===== config.mk =====
export PLATFORM = sky130hd
export DESIGN_NAME = risc16_prog_loader_flat
export DESIGN_NICKNAME = d
export VERILOG_FILES = /design/src/rtl/risc16_prog_loader_pkg.sv /design/src/rtl/risc16_prog_loader_if.sv /design/src/rtl/risc16_rst_stretch.sv /design/src/rtl/risc16_prog_loader.sv /design/src/flat_wrapper.sv
export SDC_FILE = /design/constraint.sdc
export NUM_CORES = 1
export LEC_CHECK = 0
export ABC_CLOCK_PERIOD_IN_PS = 2040
export CAP_MARGIN = 20
export CORE_MARGIN = 2
export CORE_UTILIZATION = 47
export CTS_BUF_LIST = sky130_fd_sc_hd__clkbuf_8
export CTS_CLUSTER_SIZE = 14
export DETAILED_ROUTE_END_ITERATION = 8
export PLACE_DENSITY_LB_ADDON = 0.1
export SYNTH_ARGS = -nofsm -noshare
export SYNTH_HDL_FRONTEND = slang
export SYNTH_HIERARCHICAL = 1
export SYNTH_SLANG_ARGS = --single-unit

===== constraint.sdc =====
create_clock -name clk -period 2.04 [get_ports clk]
set_input_delay 0.204 -clock clk [delete_from_list [all_inputs] [get_ports clk]]
set_output_delay 0.204 -clock clk [all_outputs]
set_load 0.02 [all_outputs]

===== src/rtl/risc16_prog_loader_pkg.sv =====
// Shared definitions for the RiSC-16 program loader: default widths,
// loader FSM state encodings and the ISA opcode encodings.
package risc16_prog_loader_pkg;

    localparam int unsigned LDR_WORD_LENGTH = 16;
    localparam int unsigned LDR_ADDR_WIDTH  = 8;
    localparam int unsigned LDR_RST_CYCLES  = 4;

    typedef enum logic [2:0] {
        LDR_IDLE = 3'd0,
        LDR_LOAD = 3'd1,
        LDR_FULL = 3'd2,
        LDR_BOOT = 3'd3,
        LDR_RUN  = 3'd4
    } ldr_state_t;

    // RiSC-16 major opcodes (instr[15:13])
    typedef enum logic [2:0] {
        OP_ADD  = 3'b000,
        OP_ADDI = 3'b001,
        OP_NAND = 3'b010,
        OP_LUI  = 3'b011,
        OP_SW   = 3'b100,
        OP_LW   = 3'b101,
        OP_BEQ  = 3'b110,
        OP_JALR = 3'b111
    } risc16_opcode_t;

endpackage


===== src/rtl/risc16_prog_loader_if.sv =====
// Programming port of the loader: program enable, word stream with
// valid/ready handshake and the load base address.
interface risc16_prog_loader_if
    import risc16_prog_loader_pkg::*;
#(
    parameter int unsigned WORD_LENGTH = LDR_WORD_LENGTH,
    parameter int unsigned ADDR_WIDTH  = LDR_ADDR_WIDTH
);
    logic                   pen;
    logic [WORD_LENGTH-1:0] instr;
    logic                   instr_valid;
    logic                   instr_ready;
    logic [ADDR_WIDTH-1:0]  base_addr;

    modport master (
        output pen,
        output instr,
        output instr_valid,
        output base_addr,
        input  instr_ready
    );

    modport slave (
        input  pen,
        input  instr,
        input  instr_valid,
        input  base_addr,
        output instr_ready
    );

endinterface


===== src/rtl/risc16_rst_stretch.sv =====
// Down-counter timing the core reset stretch after programming ends.
// zero_c is high once RST_CYCLES-1 decrements have elapsed since start.
module risc16_rst_stretch
    import risc16_prog_loader_pkg::*;
#(
    parameter int unsigned RST_CYCLES = LDR_RST_CYCLES
) (
    input  logic clk,
    input  logic rst,
    input  logic start,
    output logic zero_c
);

    localparam int unsigned CW = $clog2(RST_CYCLES + 1);

    logic [CW-1:0] cnt;

    always_ff @(posedge clk or posedge rst) begin
        if (rst) begin
            cnt <= '0;
        end else if (start) begin
            cnt <= CW'(RST_CYCLES - 1);
        end else if (cnt != '0) begin
            cnt <= cnt - CW'(1);
        end
    end

    assign zero_c = (cnt == '0);

endmodule


===== src/rtl/risc16_prog_loader.sv =====
// Program loader: streams words from the programming port into the
// instruction memory and sequences the RiSC-16 core reset around it.
module risc16_prog_loader
    import risc16_prog_loader_pkg::*;
#(
    parameter int unsigned WORD_LENGTH = LDR_WORD_LENGTH,
    parameter int unsigned ADDR_WIDTH  = LDR_ADDR_WIDTH,
    parameter int unsigned RST_CYCLES  = LDR_RST_CYCLES
) (
    input  logic                   clk,
    input  logic                   rst,
    risc16_prog_loader_if.slave    prog,
    output logic                   imem_we,
    output logic [ADDR_WIDTH-1:0]  imem_addr,
    output logic [WORD_LENGTH-1:0] imem_wdata,
    output logic [ADDR_WIDTH:0]    word_count,
    output logic [WORD_LENGTH-1:0] checksum,
    output logic                   full,
    output logic                   overflow,
    output logic                   core_rst,
    output logic                   loading
);

    localparam int unsigned CNT_W = ADDR_WIDTH + 1;
    localparam int unsigned DEPTH = 1 << ADDR_WIDTH;
    localparam logic [CNT_W-1:0] LAST_COUNT = CNT_W'(DEPTH - 1);

    ldr_state_t            state;
    logic [ADDR_WIDTH-1:0] ptr;

    logic ready_c;
    logic xfer_c;
    logic load_entry_c;
    logic boot_start_c;
    logic stretch_zero_c;

    // Ready is combinational so a word is never taken in a pen-low cycle
    assign ready_c          = prog.pen && (state == LDR_LOAD);
    assign prog.instr_ready = ready_c;
    assign xfer_c           = prog.instr_valid && ready_c;
    assign load_entry_c     = prog.pen && (state inside {LDR_IDLE, LDR_BOOT, LDR_RUN});
    assign boot_start_c     = !prog.pen && (state inside {LDR_IDLE, LDR_LOAD, LDR_FULL});

    risc16_rst_stretch #(
        .RST_CYCLES (RST_CYCLES)
    ) u_stretch (
        .clk    (clk),
        .rst    (rst),
        .start  (boot_start_c),
        .zero_c (stretch_zero_c)
    );

    always_ff @(posedge clk or posedge rst) begin
        if (rst) begin
            state      <= LDR_IDLE;
            ptr        <= '0;
            imem_we    <= 1'b0;
            imem_addr  <= '0;
            imem_wdata <= '0;
            word_count <= '0;
            checksum   <= '0;
            full       <= 1'b0;
            overflow   <= 1'b0;
            core_rst   <= 1'b1;
            loading    <= 1'b0;
        end else begin
            imem_we <= 1'b0;

            // Accepted word: one write pulse next cycle, pointer wraps mod DEPTH
            if (xfer_c) begin
                imem_we    <= 1'b1;
                imem_addr  <= ptr;
                imem_wdata <= prog.instr;
                ptr        <= ptr + ADDR_WIDTH'(1);
                word_count <= word_count + CNT_W'(1);
                checksum   <= checksum + prog.instr;
            end

            if (load_entry_c) begin
                state      <= LDR_LOAD;
                ptr        <= prog.base_addr;
                word_count <= '0;
                checksum   <= '0;
                full       <= 1'b0;
                overflow   <= 1'b0;
                core_rst   <= 1'b1;
                loading    <= 1'b1;
            end else if (boot_start_c) begin
                state    <= LDR_BOOT;
                core_rst <= 1'b1;
                loading  <= 1'b0;
            end else begin
                case (state)
                    LDR_LOAD: begin
                        if (xfer_c && (word_count == LAST_COUNT)) begin
                            state <= LDR_FULL;
                            full  <= 1'b1;
                        end
                    end
                    LDR_FULL: begin
                        if (prog.instr_valid) begin
                            overflow <= 1'b1;
                        end
                    end
                    LDR_BOOT: begin
                        if (stretch_zero_c) begin
                            state    <= LDR_RUN;
                            core_rst <= 1'b0;
                        end
                    end
                    default: ;
                endcase
            end
        end
    end

endmodule


===== src/flat_wrapper.sv =====
// flat-port wrapper written by rule: the top's interface ports become plain ports
module risc16_prog_loader_flat import risc16_prog_loader_pkg::*;
#(
    parameter int unsigned WORD_LENGTH = LDR_WORD_LENGTH,
    parameter int unsigned ADDR_WIDTH  = LDR_ADDR_WIDTH,
    parameter int unsigned RST_CYCLES  = LDR_RST_CYCLES
)
  (clk, rst, imem_we, imem_addr, imem_wdata, word_count, checksum, full, overflow, core_rst, loading, prog_pen, prog_instr, prog_instr_valid, prog_base_addr, prog_instr_ready);
  risc16_prog_loader_if #(.WORD_LENGTH(WORD_LENGTH), .ADDR_WIDTH(ADDR_WIDTH)) prog_i ();
  input  logic clk;
  input  logic rst;
  output logic imem_we;
  output logic [ADDR_WIDTH-1:0] imem_addr;
  output logic [WORD_LENGTH-1:0] imem_wdata;
  output logic [ADDR_WIDTH:0] word_count;
  output logic [WORD_LENGTH-1:0] checksum;
  output logic full;
  output logic overflow;
  output logic core_rst;
  output logic loading;
  input wire logic [$bits(prog_i.pen)-1:0] prog_pen;
  input wire logic [$bits(prog_i.instr)-1:0] prog_instr;
  input wire logic [$bits(prog_i.instr_valid)-1:0] prog_instr_valid;
  input wire logic [$bits(prog_i.base_addr)-1:0] prog_base_addr;
  output wire logic [$bits(prog_i.instr_ready)-1:0] prog_instr_ready;
  assign prog_i.pen = prog_pen;
  assign prog_i.instr = prog_instr;
  assign prog_i.instr_valid = prog_instr_valid;
  assign prog_i.base_addr = prog_base_addr;
  assign prog_instr_ready = prog_i.instr_ready;
  risc16_prog_loader #(.WORD_LENGTH(WORD_LENGTH), .ADDR_WIDTH(ADDR_WIDTH), .RST_CYCLES(RST_CYCLES)) u_core (.clk(clk), .rst(rst), .prog(prog_i), .imem_we(imem_we), .imem_addr(imem_addr), .imem_wdata(imem_wdata), .word_count(word_count), .checksum(checksum), .full(full), .overflow(overflow), .core_rst(core_rst), .loading(loading));
endmodule

==> flow_metrics.env <==
export IMPL_wl_per_cell_um=14.27
export IMPL_ctsHoldBuffers=0
export IMPL_drt_total_wl_um=9018
export IMPL_hold_class="in -> async"
export IMPL_synth_common_cells="120 x nand2_1, 67 x dfrtp_1, 33 x o21ai_0"
export IMPL_hold_viol_final=0
export IMPL_die_w_um=92.95
export IMPL_period_share_pct=96.08
export IMPL_synth_seq_cells=68
export IMPL_p_seq_share_pct=42.6
export IMPL_root_buffer="clkbuf_8"
export IMPL_dp_cells=613
export IMPL_die_area_um2=8640
export IMPL_crit_required_ps=2310
export IMPL_vias=3232
export IMPL_vdd_drop_max_mv=0.3468
export IMPL_clkTransAtPathRegs_ps=80
export IMPL_switching_power_uw=805.0
export IMPL_power_internal_mw=2.586
export IMPL_dp_hpwl_um=6206
export IMPL_portBuffers=82
export IMPL_path_buf_inv=1
export IMPL_drive_above_1_share_pct=16.79
export IMPL_grt_pass1_wl_um=14950
export IMPL_nNetsFinal=574
export IMPL_worst_path_max_delay_cell="fa_2"
export IMPL_yosys_top_cells_area="dfrtp_1 45%, nand2_1 12%, ha_1 6.7%"
export IMPL_maxCapViolCount=0
export IMPL_timing_fmax_mhz=510.2
export IMPL_p_per_area_nw_per_um2=642.7
export IMPL_first_pass_iters=4
export IMPL_detail_route_antenna_nets=0
export IMPL_ys_flop_type="dfrtp_1"
export IMPL_grt_usage_pct=21.90
export IMPL_fin_skew_ps=9.353
export IMPL_drt_iter0_drc=154
export IMPL_path_max_fanout=4
export IMPL_p_clk_share_pct=43.4
export IMPL_place_congestion=0.8252
export IMPL_drc_errors=0
export IMPL_antenna_found_initial=0
export IMPL_rrSetupSlack_ps=80
export IMPL_max_slew_margin_rel_pct=67.57
export IMPL_rsz0062_at_grt="yes"
export IMPL_yosysTopAreaCell="dfrtp_1"
export IMPL_grt_pass1_vias=3168
export IMPL_h_tree_depth=3
export IMPL_nFillCells=645
export IMPL_setup_violations=0
export IMPL_start_util_pct=48.37
export IMPL_async_reset_ff_share_pct=100.0
export IMPL_cp_arrival_ps=2230
export IMPL_worstSkewPairLatency_ps=340
export IMPL_p_comb_share_pct=14.1
export IMPL_finalNonFillerCells=632
export IMPL_synth_top_area_share_pct=45.09
export IMPL_path_cells="ha_4 -> inv_2 -> fa_2 -> nor2b_4 -> o31ai_4 -> a22oi_2 -> a31oi_1 -> xor2_1 -> o21ai_1"
export IMPL_max_stage_delay_ps=410
export IMPL_status="finished, final reports clean"
export IMPL_crit_path_end_kind="register"
export IMPL_tightestPinTransition_ps=485.7
export IMPL_synth_edf_count=0
export IMPL_viasPerCell=5.114
export IMPL_cp_start_kind="register"
export IMPL_crit_type="reg -> reg"
export IMPL_synth_cell_types=61
export IMPL_period_minus_slack_ps=1960
export IMPL_place_ws_ps=-396.7
export IMPL_antenna_cells=0
export IMPL_worst_slack_ps=80.04
export IMPL_tritoncts="done"
export IMPL_overflow=0
export IMPL_syn2layout_area_growth_pct=41.86
export IMPL_core_area_um2=7687
export IMPL_post_synth_top_count_cell="nand2_1"
export IMPL_cts_sinks=68
export IMPL_grt_start_max_net_pins=49
export IMPL_numCtsBuffers=9
export IMPL_netlist_area_um2=3719
export IMPL_drv_slew=0
export IMPL_syn_area_per_cell_um2=9.159
export IMPL_ys_seq_area_share_pct=45.79
export IMPL_synth_nets=455
export IMPL_rows=32
export IMPL_p_leak_nw=2.454
export IMPL_p_sw_share_pct=23.74
export IMPL_cp_top_family="compound AO/OA/AOI/OAI gates"
export IMPL_clockBufferDepth=2
export IMPL_fp_dieH_um=92.95
export IMPL_yosysWarnings=6
export IMPL_ios=83
export IMPL_syn_inst=406
## kinds of logic (layout without fill, tap and decap cells)
kind of cell             count (synthesis)  count (layout)  synth area share, %
AO/OA/AOI/OAI                           89              89                15.98
XOR/XNOR                                22              22                5.182
adder cells (fa/ha/maj)                 21              21                7.268
buffers and inverters                   34             158                4.946
flip-flops                              68              68                45.79
multiplexers                             2               2               0.5384
AND/OR/NAND/NOR                        170             170                20.29
## registers in the layout, summed over array words and instances (netlist names), 3 cells and up
name                  count
u_core/checksum          16
u_core/imem_addr          8
u_core/imem_wdata        16
u_core/ptr                8
u_core/state              3
u_core/u_stretch/cnt      3
u_core/word_count         9
## final cells by class
cell class	instances	area, µm²	area share [%]
Multi-Input combinational cell	304	1937	36.72
Sequential cell	68	1704	32.31
Timing Repair Buffer	124	1175	22.27
Clock inverter	7	140.1	2.657
Tap cell	102	127.6	2.419
Clock buffer	9	123.9	2.348
Inverter	18	67.56	1.281
## cells in the final DEF (no fill, tap or decap), drive strengths merged, types with 3 or more instances in the layout
cell type	n
bufinv	4
inv	19
nor2b	4
xnor2	5
xor2	17
a211oi	4
o311ai	3
clkdlybuf4s50	80
nand2b	3
ha	20
nand3	7
o22ai	3
a21oi	18
nor2	17
clkbuf	9
dfrtp	67
nor3	3
o211ai	3
buf	42
a31oi	3
nand2	120
nand4	4
o21ai	36
## repair_timing
action	4_1_cts	5_1_grt
setup buffers	1	2
pin swaps	1	12
setup endpoints to repair	4	8
gates resized for setup	2	20
## power groups by stage
stage	clock network, mW	logic [mW]	registers [mW]
final	1.47	0.477	1.44
after global routing	1.56	0.531	1.45
after CTS	1.50	0.466	1.44
after detailed placement	0	0.464	1.47
after global placement	0	0.439	1.47
after floorplan	0	0.268	1.48
## layer usage
layer  wire length (µm)  vias up  share of wire, %  track usage, %
li1                   -     1615                 -               -
met1               4192     1539                46           29.93
met2               4365       67                48           34.60
met3                319       11               3.5           3.499
met4                140        0               1.6           9.314
met5                  0        -                 0               0
## worst paths after layout
check / start / endpoint / depth (start not counted)
setup reg to reg: u_core/checksum[0]$_DFFE_PP0P_ / u_core/checksum[10]$_DFFE_PP0P_ / 9
setup / recovery: u_core/checksum[0]$_DFFE_PP0P_ / u_core/checksum[10]$_DFFE_PP0P_ / 9
min in group clk: prog_instr[0] / u_core/imem_wdata[0]$_DFFE_PP0P_ / 3
max in group asynchronous: rst / u_core/checksum[0]$_DFFE_PP0P_ / 3
hold reg to reg: u_core/imem_wdata[12]$_DFFE_PP0P_ / u_core/imem_wdata[12]$_DFFE_PP0P_ / 2
hold / removal: rst / u_core/u_stretch/cnt[1]$_DFFE_PP0P_ / 2
## per-stage QoR
| step | utilization [%] | instance area [µm²] | hold slack (ps) | total power, mW | TNS [ps] |
|---|---|---|---|---|---|
| 2_1_floorplan | - | 3720 | -42.36 | 1.744 | 0 |
| 3_3_place_gp | 63.56 | 4886 | 457.2 | 1.906 | -1779 |
| 3_5_place_dp | 63.56 | 4886 | 449.4 | 1.932 | -2125 |
| 4_1_cts | 67.14 | 5161 | 78.72 | 3.413 | 0 |
| 5_1_grt | 68.62 | 5275 | 94.76 | 3.543 | -73.25 |
| 6_report | 68.62 | 5275 | 96.14 | 3.390 | 0 |
No activity file was read; power rests on OpenSTA's default activity.
